**src/rtl/serial_adder_ctrl.sv**
```systemverilog
// Bit-serial adder scheduler: one full-adder bit per clock, LSB first, with a done strobe.
// Optional self-checks compile in when SERIAL_ADD_ASSERT_EN is defined.
module serial_adder_ctrl #(
  parameter int unsigned WIDTH = 8
) (
  input  logic             clk,
  input  logic             rst,
  input  logic             start,
  input  logic [WIDTH-1:0] a,
  input  logic [WIDTH-1:0] b,
  input  logic             cin,
  output logic             busy,
  output logic             done,
  output logic [WIDTH-1:0] sum,
  output logic             cout
);

  localparam int unsigned CntW = $clog2(WIDTH + 1);
  localparam logic [CntW-1:0] CntLast = CntW'(WIDTH - 1);

  typedef enum logic [1:0] {
    StIdle = 2'd0,
    StRun  = 2'd1,
    StDone = 2'd2
  } state_e;

  state_e           state_q, state_d;
  logic [WIDTH-1:0] a_sh_q, a_sh_d;
  logic [WIDTH-1:0] b_sh_q, b_sh_d;
  logic             carry_q, carry_d;
  logic [CntW-1:0]  cnt_q, cnt_d;
  logic [WIDTH-1:0] sum_q, sum_d;
  logic             cout_q, cout_d;

  logic             bit_s;
  logic             bit_c;
  logic [WIDTH:0]   sum_ext;
  logic             accept;

  // Single full-adder cell operating on the current LSBs.
  assign bit_s   = a_sh_q[0] ^ b_sh_q[0] ^ carry_q;
  assign bit_c   = (a_sh_q[0] & b_sh_q[0]) | (carry_q & (a_sh_q[0] ^ b_sh_q[0]));
  // New bit enters at the MSB; slicing the extended vector also covers WIDTH == 1.
  assign sum_ext = {bit_s, sum_q};

  assign accept  = start & ((state_q == StIdle) | (state_q == StDone));

  always_comb begin
    state_d = state_q;
    a_sh_d  = a_sh_q;
    b_sh_d  = b_sh_q;
    carry_d = carry_q;
    cnt_d   = cnt_q;
    sum_d   = sum_q;
    cout_d  = cout_q;

    unique case (state_q)
      StIdle, StDone: begin
        if (accept) begin
          a_sh_d  = a;
          b_sh_d  = b;
          carry_d = cin;
          cnt_d   = '0;
          sum_d   = '0;
          cout_d  = 1'b0;
          state_d = StRun;
        end else begin
          state_d = StIdle;
        end
      end
      StRun: begin
        sum_d   = sum_ext[WIDTH:1];
        a_sh_d  = a_sh_q >> 1;
        b_sh_d  = b_sh_q >> 1;
        carry_d = bit_c;
        cnt_d   = cnt_q + CntW'(1);
        if (cnt_q == CntLast) begin
          cout_d  = bit_c;
          state_d = StDone;
        end
      end
      default: state_d = StIdle;
    endcase
  end

  always_ff @(posedge clk or posedge rst) begin
    if (rst) begin
      state_q <= StIdle;
      a_sh_q  <= '0;
      b_sh_q  <= '0;
      carry_q <= 1'b0;
      cnt_q   <= '0;
      sum_q   <= '0;
      cout_q  <= 1'b0;
    end else begin
      state_q <= state_d;
      a_sh_q  <= a_sh_d;
      b_sh_q  <= b_sh_d;
      carry_q <= carry_d;
      cnt_q   <= cnt_d;
      sum_q   <= sum_d;
      cout_q  <= cout_d;
    end
  end

  assign busy = (state_q == StRun);
  assign done = (state_q == StDone);
  assign sum  = sum_q;
  assign cout = cout_q;

`ifdef SERIAL_ADD_ASSERT_EN
  // Shadow operands exist only to check the final result.
  logic [WIDTH-1:0] a_cap_q, b_cap_q;
  logic             cin_cap_q;
  logic [WIDTH:0]   ref_total;

  always_ff @(posedge clk or posedge rst) begin
    if (rst) begin
      a_cap_q   <= '0;
      b_cap_q   <= '0;
      cin_cap_q <= 1'b0;
    end else if (accept) begin
      a_cap_q   <= a;
      b_cap_q   <= b;
      cin_cap_q <= cin;
    end
  end

  assign ref_total = {1'b0, a_cap_q} + {1'b0, b_cap_q} + {{WIDTH{1'b0}}, cin_cap_q};

  always_comb begin
    if (state_q == StRun) begin
      assert final (bit_s == ^{a_sh_q[0], b_sh_q[0], carry_q})
        else $error("serial_adder_ctrl: sum bit mismatch at %0t", $time);
      assert final (bit_c == ((a_sh_q[0] & b_sh_q[0]) | (a_sh_q[0] & carry_q) |
                              (b_sh_q[0] & carry_q)))
        else $error("serial_adder_ctrl: carry bit mismatch at %0t", $time);
    end
    if (done) begin
      assert final ({cout_q, sum_q} == ref_total)
        else $error("serial_adder_ctrl: result mismatch at %0t", $time);
    end
    assert final (!(done && busy))
      else $error("serial_adder_ctrl: done and busy both high at %0t", $time);
  end
`endif

endmodule

```
**config.mk**
```make
export PLATFORM = sky130hd
export DESIGN_NAME = serial_adder_ctrl
export DESIGN_NICKNAME = d
export VERILOG_FILES = /design/src/rtl/serial_adder_ctrl.sv
export SDC_FILE = /design/constraint.sdc
export NUM_CORES = 1
export LEC_CHECK = 0
export CORE_MARGIN = 2
export CORE_UTILIZATION = 44
export DETAILED_ROUTE_END_ITERATION = 7
export GPL_ROUTABILITY_DRIVEN = 0
export PLACE_DENSITY = 0.8
export SYNTH_ARGS = -nofsm -noshare
export SYNTH_HDL_FRONTEND = slang
export SYNTH_SLANG_ARGS = --single-unit
```
**constraint.sdc**
```tcl
create_clock -name clk -period 1.3 [get_ports clk]
set_input_delay 0.13 -clock clk [delete_from_list [all_inputs] [get_ports clk]]
set_output_delay 0.13 -clock clk [all_outputs]
set_load 0.02 [all_outputs]
```
==> run metrics <==
Vias 1100; antenna cells 0; Slew Viols, Final 0; worst rel slew slack 0.8637; largest family of logic cells by synthesized area compound AO/OA/AOI/OAI gates; overall power 4.705 mW; Critical Path Sink a_sh_q[5]; Syn Area/Cell 11.51 um^2; WP buf/inv 3; drt total wl 3056 um; DRT met1 WL between 1000 and 1500 um; largest net degree at the start of global routing 33; Syn Inst Count 120; first-pass GRT wire length between 5000 and 6000 um; # port buffers 30; DR WL met3 170 um; post-synthesis compound-gate area fraction 0.1703; Synth Area in Adders 0.02355; Setup WS pre-CTS -0.1309 ns; Max IR drop VDD 1085 uV; setup violators final 0; ANT nets after route 0; CP max FO 5; final hold slack approximately 0.13 ns; post-synthesis simple-gate area fraction 0.1377; Starting Density 0.4562; DP HPWL 2041 um; Reg area 802.0 um^2; CP Depth 6; cell area power density 2411 nW/um^2; FILL cells between 200 and 300; reg2reg path depth 6; CP Class reg -> reg; Core Area 3028 um^2; Fmax 800.0 MHz; sequential element share of the synthesized area 0.5797; commonest non-fill, non-tap cells in the layout 31 x dfrtp_1, 19 x clkdlybuf4s50_1, 14 x nand2_1; R2R Setup Slk ~0.05 ns; CP Data Required Time around 1.5 ns; WP data arrival 1.47 ns; Critical Path Start Type register; initial antenna violation count 0; CP cell instances nand2b_4 -> inv_6 -> buf_4 -> clkbuf_16 -> a22oi_1 -> nand2_1; CTS tree done; Yosys Warn Count 0; MaxCap Viol Count 0; xor and xnor fraction of the mapped netlist area 0; Initial DRC Count 27; Post-Route Utilization 0.6446; met2 routed WL 1665 um; post-synthesis mux area share 0.02174; reg2reg end a_sh_q[5]; Max Used Layer met4; status completed; nets ~190; die area between 3000 and 4000 um^2; number of global-route vias before repair 1149; Die Wd 60.03 um; Pleak around 0.94 nW; share of cells above drive strength 1 0.1890; area of the multi-input gates 500.5 um^2; Hold Path Class in -> async; Synth Cell Area about 1400 um^2; grt total ovfl 0; Worst Tran Pin Value 0.2045 ns; Slowest cell on crit path dfrtp_2; crit path from state_q[0]; GRT Total Usage 0.1927; cell row count 20; # clock sinks 32; CP peak stage delay 0.45 ns; Reg2Reg Launch Point state_q[0]; Num CTS Buffers 5; synthesized flop and latch total 32; Layout area overhead 41.30%; Fin. Hold Viols 0; worst skew pair latency 0.33 ns; commonest non-fill, non-tap cell in the layout dfrtp_1; Final Skew 0.006934 ns; CTS Root Cell clkbuf_4; die span in y 60.03 um; hold buffers post-CTS 0; Crit path max-delay family flip-flops; clk buf depth 2; Routed WL per cell roughly 15 um; Crit. End Element register; residual DRC count 0; fin crit period between 1 and 1.5 ns; post-layout worst setup margin approximately 0.050 ns; H-tree Lvls 2; synth unique cells 24; Clk pin slew, worst setup/hold paths 0.10 ns; I/O Pins 31; synthesized net count about 140; Tcrit/Tclk final 0.9616; Vias per Instance between 5 and 6; first drt pass iteration count 4
-- cells by family (layout without fill, tap and decap cells) --
family	after synthesis	in the layout
muxes	3	3
and+or+nand+nor	39	39
adders and majority gates	2	2
AOI/OAI and AO/OA	29	29
DFF	32	32
buffers and inverters	15	59
-- per-layer routing --
metal | vias up | track usage
li1 | 518 | -
met5 | - | 0
met4 | 0 | 0.06667
met3 | 3 | 0.06926
met1 | 545 | 0.2123
met2 | 34 | 0.3401
-- worst reg2reg max path, cell delays in order (launching register included) --
cell and delay [ns]:
dfrtp_2 0.45, nand2b_4 0.11, inv_6 0.05, buf_4 0.13, clkbuf_16 0.14, a22oi_1 0.18, nand2_1 0.08
-- state kept, by name (all words and copies together) (netlist names) --
name and flops:
state_q 2, carry_q 1, a_sh_q 8, cout 1, sum 8, b_sh_q 8, cnt_q 4
-- final cells by class --
type	count	share of cell area
flip-flops and latches	32	0.4109
well taps	44	0.02821
clock inverters	2	0.01795
repair buffers	46	0.2532
inverters	5	0.01218
clock buffers	6	0.02115
multi-input cells	73	0.2564
-- stage by stage --
step	instance area, um^2	cells	setup TNS, ns
after floorplan	1381	120	0
after global placement	1775	194	-0.9771
after detailed placement	1775	194	-1.541
after CTS	1839	202	-0.09415
after global routing	1952	208	-0.04509
final	1952	208	0
-- cells in the mapped netlist --
cell type / number / area share
nand2b_1: 2 / 0.0091
a221o_1: 3 / 0.022
ha_1: 1 / 0.0091
a22oi_1: 12 / 0.065
and2_4: 1 / 0.0063
nand2_1: 14 / 0.038
nand3_1: 13 / 0.047
and3b_1: 1 / 0.0063
mux2i_1: 3 / 0.022
nand4_1: 1 / 0.0045
nor2b_1: 3 / 0.014
clkbuf_1: 3 / 0.0082
inv_1: 4 / 0.011
o2bb2ai_1: 1 / 0.0063
buf_6: 4 / 0.033
buf_2: 2 / 0.0072
nor2_1: 2 / 0.0054
fa_1: 1 / 0.014
o21ai_0: 2 / 0.0072
inv_2: 1 / 0.0027
dfrtp_1: 32 / 0.58
nor3_1: 2 / 0.0072
a22o_1: 11 / 0.070
buf_4: 1 / 0.0054
-- report_power, final --
group	internal [mW]	switching (mW)
clock	0.403	0.331
combinational	1.18	1.09
sequential	1.43	0.271
-- worst min-delay path by stage --
stage,start,to,cells after the start
2_1_floorplan,rst,a_sh_q[0],1
3_3_place_gp,cnt_q[3],cnt_q[3],1
3_5_place_dp,cnt_q[3],cnt_q[3],1
4_1_cts,rst,sum[6],3
5_1_grt,rst,sum[6],3
6_report,rst,sum[6],3
-- what timing repair did --
action | 4_1_cts | 5_1_grt
cloned | 0 | 2
buffers inserted | 0 | 4
endpoints found under the setup margin | 25 | 18
resized for setup | 17 | 12
Note: power is estimated with default switching activity, not from simulation.
